===== config.mk =====
export PLATFORM = sky130hd
export DESIGN_NAME = csr_host_driver
export DESIGN_NICKNAME = d
export VERILOG_FILES = /design/src/rtl/csr_host_pkg.sv /design/src/rtl/csr_nz_scan.sv /design/src/rtl/csr_host_driver.sv
export SDC_FILE = /design/constraint.sdc
export NUM_CORES = 1
export LEC_CHECK = 0
export BUFFER_PORTS_ARGS = -buffer_cell sky130_fd_sc_hd__buf_2
export CORE_MARGIN = 5
export CORE_UTILIZATION = 64
export DETAILED_ROUTE_END_ITERATION = 10
export GPL_TIMING_DRIVEN = 0
export PLACE_DENSITY_LB_ADDON = 0.12
export RECOVER_POWER = 100
export SYNTH_ARGS = -nofsm -noshare
export SYNTH_HDL_FRONTEND = slang
export SYNTH_SLANG_ARGS = --single-unit

===== constraint.sdc =====
create_clock -name clk -period 8.79 [get_ports clk]
set_input_delay 0 -clock clk [delete_from_list [all_inputs] [get_ports clk]]
set_output_delay 0 -clock clk [all_outputs]
set_load 0.05 [all_outputs]

===== src/rtl/csr_host_pkg.sv =====
// Shared types and default sizing for the CSR host driver.
// No logic; constants and the controller state encoding only.
// No flow control of its own.
package csr_host_pkg;

    localparam int DEF_ROWS = 3;
    localparam int DEF_COLS = 3;
    localparam int DEF_VW   = 8;
    localparam int MAX_NNZ  = DEF_ROWS * DEF_COLS;

    typedef enum logic [3:0] {
        S_IDLE,
        S_START,
        S_SCAN,
        S_SEND,
        S_GAP,
        S_LIST_END,
        S_TRAIN,
        S_CAPTURE,
        S_FINISH
    } state_t;

endpackage


===== src/rtl/csr_nz_scan.sv =====
// Finds the first nonzero matrix entry at or after cur_idx, row-major order.
// Latency: purely combinational, zero cycles.
// Backpressure: none; the caller decides when to consume the result.
module csr_nz_scan
    import csr_host_pkg::*;
#(
    parameter int ROWS = DEF_ROWS,
    parameter int COLS = DEF_COLS,
    parameter int VW   = DEF_VW
)(
    input  logic [3:0]              cur_idx,
    input  logic [ROWS*COLS*VW-1:0] mat_flat,
    output logic [3:0]              nxt_idx,
    output logic [1:0]              nxt_row,
    output logic [1:0]              nxt_col,
    output logic [VW-1:0]           nxt_val,
    output logic                    nxt_vld
);

    localparam int N = ROWS * COLS;

    // Walk from the top index down so the lowest qualifying index is the last write and wins
    always_comb begin
        nxt_idx = '0;
        nxt_row = '0;
        nxt_col = '0;
        nxt_val = '0;
        nxt_vld = 1'b0;
        for (int i = N - 1; i >= 0; i--) begin
            if ((4'(i) >= cur_idx) && (mat_flat[i*VW +: VW] != '0)) begin
                nxt_idx = 4'(i);
                nxt_row = 2'(i / COLS);
                nxt_col = 2'(i % COLS);
                nxt_val = mat_flat[i*VW +: VW];
                nxt_vld = 1'b1;
            end
        end
    end

endmodule


===== src/rtl/csr_host_driver.sv =====
// Streams a locally stored dense matrix to an accelerator as CSR entries, sends a spike train, captures results.
// Latency: one entry per scan/send/gap round trip; done one cycle after the last result word is captured.
// Backpressure: every send waits on acc_fetch_ready; optional watchdog (CSR_HOST_TIMEOUT_EN) aborts a stalled transaction.
module csr_host_driver
    import csr_host_pkg::*;
#(
    parameter int ROWS = DEF_ROWS,
    parameter int COLS = DEF_COLS,
    parameter int VW   = DEF_VW
)(
    input  logic                 clk,
    input  logic                 rst_n,
    input  logic                 mat_wr,
    input  logic [3:0]           mat_addr,
    input  logic [VW-1:0]        mat_data,
    input  logic [COLS-1:0]      spikes,
    input  logic                 go,
    output logic                 busy,
    output logic                 done,
    output logic [ROWS*VW-1:0]   result,
    output logic [3:0]           nnz,
    output logic                 acc_start,
    output logic                 acc_sending,
    output logic                 acc_done_list,
    output logic [1:0]           acc_row,
    output logic [1:0]           acc_col,
    output logic [VW-1:0]        acc_value,
    input  logic                 acc_fetch_ready,
    input  logic                 acc_sending_out,
    input  logic [VW-1:0]        acc_output_val
`ifdef CSR_HOST_TIMEOUT_EN
    ,
    output logic                 err
`endif
);

    localparam int N = ROWS * COLS;

    state_t          state, state_d;
    logic [VW-1:0]   mat_q [N];
    logic [N*VW-1:0] mat_flat;
    logic [3:0]      idx_q;       // next index the scan starts from
    logic [COLS-1:0] spk_q;
    logic [1:0]      lp_q;        // list-end phase: 0 await ready, 1 await low, 2 await high
    logic [3:0]      cap_q;       // result toggles seen so far, header included
    logic            prev_tog;
    logic            toggle;
    logic            timeout;

    logic [3:0]      scan_idx;
    logic [1:0]      scan_row;
    logic [1:0]      scan_col;
    logic [VW-1:0]   scan_val;
    logic            scan_vld;

    csr_nz_scan #(.ROWS(ROWS), .COLS(COLS), .VW(VW)) u_scan (
        .cur_idx  (idx_q),
        .mat_flat (mat_flat),
        .nxt_idx  (scan_idx),
        .nxt_row  (scan_row),
        .nxt_col  (scan_col),
        .nxt_val  (scan_val),
        .nxt_vld  (scan_vld)
    );

    assign toggle = (acc_sending_out != prev_tog);
    assign busy   = (state != S_IDLE);

    // Flatten the matrix store for the scanner
    always_comb begin
        mat_flat = '0;
        for (int i = 0; i < N; i++) begin
            mat_flat[i*VW +: VW] = mat_q[i];
        end
    end

`ifdef CSR_HOST_TIMEOUT_EN
    logic [7:0] wd_q;
    logic       progress;

    assign timeout  = (state != S_IDLE) && (wd_q == 8'hFF);
    assign progress = (state_d != state) || acc_done_list
                    || ((state == S_LIST_END) && (lp_q == 2'd1) && !acc_fetch_ready)
                    || ((state == S_CAPTURE) && toggle);

    // Watchdog counts stalled cycles and restarts on any handshake movement
    always_ff @(posedge clk or negedge rst_n) begin
        if (!rst_n)                           wd_q <= '0;
        else if ((state == S_IDLE) || progress) wd_q <= '0;
        else if (wd_q != 8'hFF)               wd_q <= wd_q + 8'd1;
    end

    // Error flag survives until the next transaction is accepted
    always_ff @(posedge clk or negedge rst_n) begin
        if (!rst_n)                      err <= 1'b0;
        else if ((state == S_IDLE) && go) err <= 1'b0;
        else if (timeout)                err <= 1'b1;
    end
`else
    assign timeout = 1'b0;
`endif

    // State register
    always_ff @(posedge clk or negedge rst_n) begin
        if (!rst_n) state <= S_IDLE;
        else        state <= state_d;
    end

    // Next-state and handshake strobes
    always_comb begin
        state_d       = state;
        acc_start     = 1'b0;
        acc_sending   = 1'b0;
        acc_done_list = 1'b0;
        done          = 1'b0;
        case (state)
            S_IDLE:     if (go) state_d = S_START;
            S_START: begin
                acc_start = 1'b1;
                if (acc_fetch_ready) state_d = S_SCAN;
            end
            // An empty matrix still sends one zero entry so the list is never empty
            S_SCAN:     state_d = (scan_vld || (nnz == '0)) ? S_SEND : S_LIST_END;
            S_SEND: begin
                if (acc_fetch_ready) begin
                    acc_sending = 1'b1;
                    state_d     = S_GAP;
                end
            end
            S_GAP:      if (!acc_fetch_ready) state_d = S_SCAN;
            S_LIST_END: begin
                if ((lp_q == 2'd0) && acc_fetch_ready) acc_done_list = 1'b1;
                if ((lp_q == 2'd2) && acc_fetch_ready) state_d = S_TRAIN;
            end
            S_TRAIN: begin
                acc_sending = 1'b1;
                state_d     = S_CAPTURE;
            end
            S_CAPTURE:  if (toggle && (cap_q == 4'(ROWS))) state_d = S_FINISH;
            S_FINISH: begin
                done    = 1'b1;
                state_d = S_IDLE;
            end
            default:    state_d = S_IDLE;
        endcase
        if (timeout) begin
            state_d       = S_IDLE;
            done          = 1'b1;
            acc_start     = 1'b0;
            acc_sending   = 1'b0;
            acc_done_list = 1'b0;
        end
    end

    // Matrix store, scan pointer, entry presentation and result capture
    always_ff @(posedge clk or negedge rst_n) begin
        if (!rst_n) begin
            for (int i = 0; i < N; i++) mat_q[i] <= '0;
            idx_q     <= '0;
            spk_q     <= '0;
            lp_q      <= '0;
            cap_q     <= '0;
            prev_tog  <= 1'b0;
            nnz       <= '0;
            result    <= '0;
            acc_row   <= '0;
            acc_col   <= '0;
            acc_value <= '0;
        end else begin
            case (state)
                S_IDLE: begin
                    if (mat_wr && (mat_addr < 4'(N))) mat_q[mat_addr] <= mat_data;
                    if (go) begin
                        spk_q <= spikes;
                        nnz   <= '0;
                        idx_q <= '0;
                        lp_q  <= '0;
                        cap_q <= '0;
                    end
                end
                S_SCAN: begin
                    if (scan_vld) begin
                        acc_row   <= scan_row;
                        acc_col   <= scan_col;
                        acc_value <= scan_val;
                        idx_q     <= scan_idx + 4'd1;
                    end else if (nnz == '0) begin
                        acc_row   <= '0;
                        acc_col   <= '0;
                        acc_value <= '0;
                        idx_q     <= 4'(N);
                    end
                end
                S_SEND:     if (acc_fetch_ready) nnz <= nnz + 4'd1;
                S_LIST_END: begin
                    case (lp_q)
                        2'd0:    if (acc_fetch_ready)  lp_q <= 2'd1;
                        2'd1:    if (!acc_fetch_ready) lp_q <= 2'd2;
                        2'd2:    if (acc_fetch_ready)  acc_value <= {{(VW-COLS){1'b0}}, spk_q};
                        default: lp_q <= 2'd0;
                    endcase
                end
                S_TRAIN:    prev_tog <= acc_sending_out;
                S_CAPTURE: begin
                    prev_tog <= acc_sending_out;
                    if (toggle) begin
                        // First toggle is the header; later toggles beyond ROWS are dropped
                        if ((cap_q != 4'd0) && (cap_q <= 4'(ROWS)))
                            result[(int'(cap_q) - 1)*VW +: VW] <= acc_output_val;
                        if (cap_q != 4'hF) cap_q <= cap_q + 4'd1;
                    end
                end
                default: ;
            endcase
        end
    end

endmodule

==> results_dict.tcl, run 1 <==
set metrics [dict create \
    fin_skew_ns 0.007948 \
    outcome "finished, violations left" \
    required_ns 9.21 \
    whs_endpoint "mat_flat[53]$_DFFE_PN0P_" \
    violations "max-capacitance violations, max-slew violations" \
    hold_path.class "in -> reg" \
    path_class "reg -> reg" \
    cts_setup_buffers 0 \
    syn_area_sq_um 6793 \
    finalNetCount 760 \
    critPathMaxStageDelay_ns 1.03 \
    ff2ff_path_depth 8 \
    min_period_ns 4.024 \
    numCtsBuffers 17 \
    postSynthAreaPerCell_sq_um 11.25 \
    drt.antenna.violating_nets 0 \
    yosysTopAreaCell "dfrtp_1" \
    synth-seq-cells 130 \
    synth_nets 644 \
    yosys_most_used_dff "dfrtp_1" \
    synth.most_common_cell "dfrtp_1" \
    drcViolationCount 0 \
    h-tree-depth 4 \
    layout-drive-gt1-share_pct 22.40 \
    synth_area_leaders "dfrtp_1, mux2_2, nand2_1" \
    yosysUniqueCellTypes 79 \
    gp_congestion 0.9299 \
    p_leak_uw 0.003694 \
    cp_common_cell "nor3_1" \
    async_reset_ff_share_pct 100.0 \
    vias_per_cell 6.484 \
    synth_edf_count 0 \
    min_delay_path_depth 4 \
    nFillCells 713 \
    regToRegSetupSlack_ns 4.77 \
    setup_viol 0 \
    slew_violations 64 \
    initial_core_util_pct 65.80 \
    synth_top_area_share_pct 47.89 \
    r2r-start "state[1]$_DFFE_PN0P_" \
    io-pin-count 74 \
    p_comb_share_pct 53.7 \
    peakVddDrop_mv 0.2897 \
    grt_start_max_net_pins 68 \
    final_area_sq_um 8060 \
    fp-row-count 37 \
    path_cells "clkbuf_1 > or2_0 > nor3_1 > clkinv_1 > nor2_1 > nand2_1 > nor3_1 > mux2_2" \
    worst_pin_slew_ns 3.509 \
    cts.sinks 130 \
    rsz0062_at_grt "false" \
    cts_tree "yes" \
    synth_top_cells_by_count "dfrtp_1, mux2_2, nand2_1" \
    post_cts_resized 0 \
    antenna_found_initial 0 \
    wl_per_cell_microns 20.72 \
    p_seq_share_pct 26.4 \
    max_clock_freq_ghz 0.2485 \
    wirelength_microns 17990 \
    ys_warn_count 0 \
    crit_arrival_ns 4.44 \
    end_kind "flop" \
    first_global_vias 5804 \
    path_max_fanout 10 \
    slowest_stage "nor3_1" \
    switching_share_pct 45.45 \
    ys_seq_area_share_pct 47.89 \
    core_sq_um 10320 \
    dieArea_sq_um 12770 \
    finalSetupTns_ns 0 \
    port_buffers 72 \
    n_antenna_cell 0 \
    area_delta_synth_final_pct 18.66 \
    root_buffer "clkbuf_8" \
    hold_violations 0 \
    drt_iter0_drc 472 \
    post_dp_cell_area_sq_um 7357 \
    dieHeight_microns 113.0 \
    clkPwrFrac_pct 19.9 \
    grt_pass1_wl_microns 29460 \
    worstSetupStartpointType "flop" \
    insertion_delay_ns 0.54 \
    p_per_area_nw_per_um2 431.3 \
    clk_pin_slew_ns 0.06 \
    die_w_microns 113.0 \
    p_switching_uw 1580 \
    hpwl_microns 12620 \
    first_pass_iters 5 \
    max_cap_violations 1 \
    synth_cells 604 \
    cts_buffer_depth 2 \
    gr-total-overflow 0 \
    track_usage_pct 29.38 \
    internal_power_uw 1897 \
    r2r-end "mat_flat[55]$_DFFE_PN0P_" \
    num_vias 5628 \
    period_share_pct 45.78 \
    hp-start "mat_addr[1]" \
    relSlewSlack_pct -133.9 \
]
-- worst max path at each step --
| stage | from | end | cells after the start |
|---|---|---|---|
| 6_report | state[1]$_DFFE_PN0P_ | mat_flat[55]$_DFFE_PN0P_ | 8 |
| 5_1_grt | cap_q[0]$_DFFE_PN0P_ | result[18]$_DFFE_PN0P_ | 11 |
| 4_1_cts | cap_q[0]$_DFFE_PN0P_ | result[1]$_DFFE_PN0P_ | 10 |
| 3_5_place_dp | cap_q[0]$_DFFE_PN0P_ | result[22]$_DFFE_PN0P_ | 11 |
| 3_3_place_gp | cap_q[0]$_DFFE_PN0P_ | result[22]$_DFFE_PN0P_ | 11 |
| 2_1_floorplan | cap_q[0]$_DFFE_PN0P_ | result[0]$_DFFE_PN0P_ | 10 |
-- worst max-delay path: cells and delay by family, from the launching register on --
| family | cells | cell delay, ns |
|---|---|---|
| buffers and inverters | 2 | 0.57 |
| muxes | 1 | 0.43 |
| and+or+nand+nor | 5 | 2.55 |
| DFF | 1 | 0.35 |
-- through the flow --
stage / hold slack, ns / util, % / cells / setup slack, ns / power (uW)
3_5_place_dp: 0.01913 / 71.26 / 813 / 4.988 / 2762
3_3_place_gp: 0.2169 / 70.94 / 812 / 5.237 / 2703
2_1_floorplan: -0.2956 / - / 604 / 5.569 / 2267
4_1_cts: 0.01946 / 79.23 / 868 / 4.934 / 3485
5_1_grt: 0.1455 / 78.08 / 868 / 4.474 / 3671
6_report: 0.1171 / 78.08 / 868 / 4.766 / 3477
-- area by class of cell --
class | count | area [sq um] | area share [%]
multi-input cells | 445 | 3374 | 41.87
clock inverters | 4 | 70.07 | 0.8693
clock buffers | 27 | 511.7 | 6.349
repair buffers | 97 | 570.5 | 7.079
well taps | 136 | 170.2 | 2.111
flip-flops and latches | 130 | 3253 | 40.36
inverters | 8 | 30.03 | 0.3726
plain buffers | 21 | 80.08 | 0.9935
-- flip-flops by register name, summed over array words and instances, names as in the netlist --
signal     flops
acc_value      8
cap_q          4
acc_col        2
idx_q          4
acc_row        2
result        24
nnz            4
state          4
spk_q          3
lp_q           2
prev_tog       1
mat_flat      72
-- layer usage --
layer  global-route usage [%]  share of wire [%]
met1                    35.36                 41
met3                    5.989                5.5
met2                    49.96                 50
met4                    15.06                3.4
met5                        0                  0
-- logic make-up (layout without fill, tap and decap cells) --
| logic type | count (synthesis) | count (layout) | synth area share (%) |
|---|---|---|---|
| compound gates | 131 | 131 | 14.85 |
| xor+xnor | 7 | 7 | 0.9026 |
| fa+ha+maj | 11 | 11 | 2.026 |
| buf+inv | 29 | 157 | 1.676 |
| flops | 130 | 130 | 47.89 |
| mux | 101 | 101 | 16.84 |
| simple gates | 195 | 195 | 15.82 |
-- placed cells by master, fill, tap and decap left out, types with 5 or more instances in the layout --
| cell | synthesis | final |
|---|---|---|
| nor2_1 | 34 | 36 |
| o31ai_1 | 5 | 6 |
| clkbuf_1 | 17 | 70 |
| clkbuf_16 | 0 | 16 |
| clkbuf_8 | 0 | 7 |
| a21oi_1 | 22 | 22 |
| nand4_1 | 6 | 6 |
| or4_1 | 9 | 9 |
| o221ai_1 | 5 | 5 |
| inv_1 | 7 | 7 |
| nor4_1 | 12 | 12 |
| a32o_1 | 5 | 5 |
| mux2_2 | 98 | 96 |
| buf_2 | 4 | 27 |
| o21ai_0 | 18 | 19 |
| ha_1 | 11 | 11 |
| nand2_1 | 48 | 48 |
| a2111oi_0 | 7 | 7 |
| o21a_1 | 7 | 7 |
| nor2b_1 | 13 | 14 |
| nand4b_1 | 6 | 6 |
| a21o_1 | 5 | 5 |
| dlygate4sd3_1 | 0 | 24 |
| nor3_1 | 12 | 15 |
| nand2b_1 | 6 | 6 |
| nand3_1 | 15 | 15 |
| dfrtp_1 | 130 | 130 |
-- power by group through the flow --
stage               Sequential, uW  Clock (uW)  Combinational [uW]
floorplan                      974           0                1290
global placement               907           0                1800
detailed placement             917           0                1840
CTS                            910         696                1880
global route                   935         723                2010
finish                         917         692                1870
-- timing repair --
item | CTS | global route
hold buffers | 24 | 0
setup endpoints to repair | 0 | 0
hold endpoints to repair | 237 | 0
Note: power is estimated with default switching activity, not from simulation.
==> run 2, diff against run 1 <==
Settings changed: CORE_UTILIZATION 64 to 53.
Clock period 8.79 ns to 3.4 ns, I/O delays scaled along.
==> run 2 against run 1 <==
The run still ends with max-capacitance violations, max-slew violations left. Design area increased by 1.0%. First-iteration DRC count increased by 9.3%. Cell count increased by 3.6%. Total power increased to 2.6 times the previous value. Maximum frequency increased by 22%. Utilization decreased by 13 points. Clock-buffer cell count decreased by 4. Critical path type unchanged. Largest cell class unchanged. Highest routed layer unchanged.
==> results_dict.tcl, run 2 (synthesis gave the netlist of run 1 again) <==
set metrics [dict create \
    critPathMaxStageDelay_ns 0.71 \
    port_buffers 72 \
    slew_violations 66 \
    grt_use_met2_pct 40.10 \
    grt-busiest-layer "met2" \
    hpwl_microns 12640 \
    layout_common_cells "dfrtp_1, mux2_2, clkbuf_1" \
    regToRegSetupSlack_ns 0.11 \
    period_share_pct 96.75 \
    dieArea_sq_um 15180 \
    power_uw 9065 \
    p_per_area_nw_per_um2 1113 \
    dp.cells 849 \
    root_buffer "clkbuf_16" \
    r2r-end "result[3]$_DFFE_PN0P_" \
    wl_per_cell_microns 19.52 \
    required_ns 3.69 \
    worstSetupStartpointType "flop" \
    nFillCells 1026 \
    gr-total-overflow 0 \
    h-tree-depth 4 \
    outcome "finished, violations left" \
    insertion_delay_ns 0.42 \
    multi_input_comb_area_sq_um 3448 \
    antenna_found_initial 0 \
    fin_cells 899 \
    peakVddDrop_mv 0.6469 \
    setup.worst_path.end "result[3]$_DFFE_PN0P_" \
    core_sq_um 12570 \
    track_usage_pct 24.30 \
    wirelength_microns 17550 \
    largest_register_ffs 72 \
    regArea_sq_um 3253 \
    postLayoutSetupSlackWorst_ns 0.1105 \
    path_class "reg -> reg" \
    vias_per_cell 6.082 \
    min_period_ns 3.290 \
    die_w_microns 123.2 \
    drt_iter0_drc 516 \
    met3_usage_pct 4.986 \
    dieHeight_microns 123.2 \
    hold_path.class "in -> reg" \
    rsz0062_at_grt "false" \
    cts_tree "yes" \
    min_delay_path_depth 2 \
    layout-drive-gt1-share_pct 25.45 \
    cts.sinks 130 \
    grt_pass1_wl_microns 28360 \
    cts_buffer_depth 2 \
    fin_skew_ns 0.006609 \
    relSlewSlack_pct -3.295 \
    clk_pin_slew_ns 0.05 \
    initial_core_util_pct 54.05 \
    gp_congestion 0.8990 \
    end_kind "flop" \
    p_leak_uw 0.003697 \
    place_ws_ns -0.3489 \
    max_clock_freq_ghz 0.3040 \
    finalNetCount 755 \
    finalSetupTns_ns 0 \
    crit_start "cap_q[0]$_DFFE_PN0P_" \
    path_cells "buf_4 > inv_1 > ha_2 > nor3_1 > a21oi_1 > o21ai_1 > nand2_1 > ha_1 > or4b_2 > nor4_2 > nand2_2 > mux2_2" \
    crit_arrival_ns 3.58 \
    io-pin-count 74 \
    num_vias 5468 \
    first_global_vias 5429 \
    r2r-start "cap_q[0]$_DFFE_PN0P_" \
    grt_start_max_net_pins 67 \
    final_common_cell "dfrtp_1" \
    gr-usage-met1_pct 32.05 \
    n_antenna_cell 0 \
    setup_viol 0 \
    fp-row-count 41 \
    ff2ff_path_depth 12 \
    area_delta_synth_final_pct 19.86 \
    slowest_stage "or4b_2" \
    numCtsBuffers 17 \
    first_pass_iters 4 \
    drt.antenna.violating_nets 0 \
    max_cap_violations 1 \
    path_max_fanout 10 \
    hold_violations 0 \
    drcViolationCount 0 \
    violations "max-capacitance violations, max-slew violations" \
    worst_pin_slew_ns 1.549 \
]
## run 2: cell types whose count changed in the layout (fill, tap and decap cells not counted), moves of 2 or more
cell and change:
buf_2 +3, buf_4 +3, clkbuf_1 -6, clkbuf_8 -3
clkinvlp_4 +3, dlygate4sd3_1 -7, mux2_2 +2, nand3_1 -2
nand3_2 +2, nor3_1 -3, nor3_2 +2, nor4_1 -2
o21ai_0 -2, o21ai_1 +2
## run 2: how the worst min path moves through the flow
stage                      startpoint                       end  slack [ns]
final                     mat_data[5]  mat_flat[37]$_DFFE_PN0P_        0.04
after global routing      mat_data[5]  mat_flat[37]$_DFFE_PN0P_        0.01
after CTS                 mat_data[5]  mat_flat[69]$_DFFE_PN0P_        0.01
after detailed placement        rst_n        nnz[1]$_DFFE_PN0P_        0.03
after global placement      spikes[2]      spk_q[2]$_DFFE_PN0P_        0.22
after floorplan                 rst_n    acc_col[0]$_DFFE_PN0P_       -0.30
## run 2: critical path, delay by kind of cell (launching register included)
kind | cells | cell delay [ns]
AND/OR/NAND/NOR | 5 | 1.54
flip-flops | 1 | 0.36
AO/OA/AOI/OAI | 2 | 0.24
adder cells (fa/ha/maj) | 2 | 0.44
buffers and inverters | 2 | 0.27
multiplexers | 1 | 0.33
## run 2: routing by layer
metal  vias to the layer above  part of all wire [%]
met5                         -                     0
met4                         0                   2.4
met3                        31                   4.4
met2                       142                    49
met1                      2768                    44
li1                       2527                     -
## run 2: cell type report
type                            count  area share (%)
Sequential cell                   130           39.96
Buffer                             20          0.9989
Clock inverter                      8           1.552
Tap cell                          172           2.643
Multi-Input combinational cell    445           42.35
Clock buffer                       23           5.994
Timing Repair Buffer               93           6.132
Inverter                            8          0.3688
## run 2: repair_timing
item,4_1_cts,5_1_grt
endpoints found under the hold margin,102,0
setup buffers,1,2
setup endpoints to repair,24,25
resized for setup,9,4
hold buffers,17,0
pin swaps,2,1
## run 2: power by group
part / internal [uW] / switching (uW) / total (uW)
sequential: 1990 / 372 / 2360
combinational: 1780 / 3060 / 4830
clock: 1230 / 643 / 1870
total: 4990 / 4070 / 9060
## run 2: through the flow
step | hold WS [ns] | area (sq um) | utilization [%]
2_1_floorplan | -0.2956 | 6793 | -
3_3_place_gp | 0.2198 | 7368 | 58.63
3_5_place_dp | 0.02612 | 7402 | 58.89
4_1_cts | 0.01482 | 8230 | 65.49
5_1_grt | 0.01266 | 8142 | 64.78
6_report | 0.03587 | 8142 | 64.78
==> run 3, diff against run 2 <==
--- a/config.mk
+++ b/config.mk
@@ -14,2 +14,3 @@
 export RECOVER_POWER = 100
+export REMOVE_ABC_BUFFERS = 1
 export SYNTH_ARGS = -nofsm -noshare
==> constraint.sdc (replaced) <==
create_clock -name clk -period 2.7 [get_ports clk]
set_input_delay 0.405 -clock clk [delete_from_list [all_inputs] [get_ports clk]]
set_output_delay 0.405 -clock clk [all_outputs]
set_load 0.05 [all_outputs]
==> run 3 against run 2 <==
The run ends with negative setup slack left. Worst hold slack improved by 0.16 ns. Combinational power increased by 41%. Non-clock buffer count fell by 15. Routed wire length rose by 4.2%. Largest power group unchanged.
==> results_dict.tcl, run 3 (synthesis gave the netlist of run 1 again) <==
set metrics [dict create \
    drcViolationCount 0 \
    peakVddDrop_mv 0.7861 \
    required_ns 3.00 \
    regToRegSetupSlack_ns -0.17 \
    grt_start_max_net_pins 78 \
    fin_util_pct 66.49 \
    setup_viol 36 \
    max_clock_freq_ghz 0.3484 \
    slew_violations 0 \
    whs_endpoint "spk_q[2]$_DFFE_PN0P_" \
    met3_length_microns 1016 \
    r2r-start "cap_q[1]$_DFFE_PN0P_" \
    wl_met2_microns 8933 \
    layout_common_cells "dfrtp_1, mux2_2, nand2_1, clkbuf_1, nor2_1" \
    cts_buffer_depth 2 \
    wirelength_met1_microns 7726 \
    relSlewSlack_pct 12.08 \
    top_layer "met4" \
    n_antenna_cell 0 \
    path_buf_inv 2 \
    hold_violations 0 \
    fp-row-count 41 \
    hpwl_microns 12740 \
    first_global_vias 5471 \
    max_cap_violations 0 \
    insertion_delay_ns 0.41 \
    critPathMaxStageDelay_ns 0.40 \
    worst_pin_slew_ns 1.319 \
    die_w_microns 123.2 \
    path_class "reg -> reg" \
    largest_register_ffs 72 \
    h-tree-depth 4 \
    finalNetCount 740 \
    worstSetupStartpointType "flop" \
    hold_ws_ns 0.1996 \
    p_leak_uw 0.003759 \
    path_cells "inv_2 > ha_4 > nor3_2 > a21oi_1 > o21ai_1 > nand2_1 > ha_4 > nor4b_2 > nand4_1 > nor4_4 > nand3_2 > buf_6 > mux2_2" \
    hold_path.class "in -> reg" \
    clk_pin_slew_ns 0.06 \
    final_common_cell "dfrtp_1" \
    violations "negative setup slack" \
    final_area_sq_um 8357 \
    cts_tree "yes" \
    wl_per_cell_microns 20.67 \
    min_delay_path_depth 3 \
    grt_pass1_wl_microns 28650 \
    rsz0062_at_grt "true" \
    track_usage_pct 24.76 \
    path_max_fanout 7 \
    crit_arrival_ns 3.17 \
    root_buffer "clkbuf_16" \
    ff2ff_path_depth 13 \
    initial_core_util_pct 54.05 \
    num_vias 5514 \
    first_pass_iters 7 \
    port_buffers 73 \
    cts.sinks 130 \
    slowest_stage "dfrtp_1" \
    r2r-end "result[12]$_DFFE_PN0P_" \
    numCtsBuffers 17 \
    drt_iter0_drc 528 \
    end_kind "flop" \
    postLayoutSetupSlackWorst_ns -0.1699 \
    area_delta_synth_final_pct 23.02 \
    layout-drive-gt1-share_pct 35.34 \
    gp_congestion 0.9100 \
    period_share_pct 106.3 \
    wirelength_microns 18290 \
    dieHeight_microns 123.2 \
    p_per_area_nw_per_um2 1457 \
    vias_per_cell 6.231 \
    drt.antenna.violating_nets 0 \
    hp-start "spikes[2]" \
    antenna_found_initial 0 \
    min_period_ns 2.870 \
    outcome "finished, violations left" \
    io-pin-count 74 \
    core_sq_um 12570 \
    crit_family "simple AND/OR/NAND/NOR gates" \
    cp_common_cell "ha_4" \
    fin_skew_ns 0.005156 \
    post_dp_cell_area_sq_um 7323 \
    gr-total-overflow 0 \
    dieArea_sq_um 15180 \
]
## run 3: changes by cell type in the layout (fill, tap and decap cells not counted), sizes merged
| cell | before | now |
|---|---|---|
| clkinvlp | 3 | 4 |
| buf | 33 | 53 |
| clkinv | 2 | 4 |
| bufinv | 3 | 1 |
| dlygate4sd3 | 17 | 1 |
| clkbuf | 86 | 67 |
## run 3: report_power, final
part	internal, uW	switching (uW)	leakage [uW]
Combinational	2750	4050	0.00174
Sequential	2510	691	0.00175
Clock	1350	815	0.000271
Total	6620	5560	0.00376
## run 3: worst max path at each step
stage | start | endpoint | slack [ns] | cells after the start
2_1_floorplan | cap_q[0]$_DFFE_PN0P_ | result[0]$_DFFE_PN0P_ | -0.38 | 9
3_3_place_gp | cap_q[0]$_DFFE_PN0P_ | result[16]$_DFFE_PN0P_ | -0.71 | 12
3_5_place_dp | cap_q[0]$_DFFE_PN0P_ | result[9]$_DFFE_PN0P_ | -0.87 | 10
4_1_cts | cap_q[0]$_DFFE_PN0P_ | result[13]$_DFFE_PN0P_ | -0.08 | 13
5_1_grt | cap_q[1]$_DFFE_PN0P_ | result[12]$_DFFE_PN0P_ | -0.28 | 13
6_report | cap_q[1]$_DFFE_PN0P_ | result[12]$_DFFE_PN0P_ | -0.17 | 13
## run 3: metal layers
layer,vias up,global-route usage [%]
met5,-,0
met4,0,10.17
met3,40,6.038
met2,203,40.33
met1,2763,31.76
li1,2508,-
## run 3: worst reg2reg max path, cell delays in order, from the launching register on
cell	delay, ns
dfrtp_1	0.40
inv_2	0.07
ha_4	0.19
nor3_2	0.11
a21oi_1	0.05
o21ai_1	0.23
nand2_1	0.16
ha_4	0.27
nor4b_2	0.21
nand4_1	0.18
nor4_4	0.27
nand3_2	0.16
buf_6	0.17
mux2_2	0.27
## run 3: area by class of cell
type,instances,area (sq um)
clock inverter,9,80.08
multi-input combinational,445,3752
timing repair buffer,98,529.3
tap,172,215.2
fill,1024,4212
inverter,8,30.03
clock buffer,23,488.0
sequential,130,3262
## run 3: repair_timing
item | CTS | global route
buffers inserted | 14 | 9
resized for setup | 44 | 35
gates cloned | 0 | 0
pin swaps | 15 | 11
setup endpoints to repair | 69 | 61
hold endpoints to repair | 53 | 0
hold buffers | 1 | 0
## run 3: through the flow
step | setup TNS (ns) | power (uW) | instances | setup slack [ns]
floorplan | -7.620 | 7273 | 583 | -0.3833
global placement | -74.11 | 8639 | 828 | -0.7055
detailed placement | -25.64 | 8842 | 829 | -0.8678
CTS | -0.9335 | 11580 | 876 | -0.08007
global route | -8.766 | 12880 | 885 | -0.2847
finish | -2.844 | 12180 | 885 | -0.1699
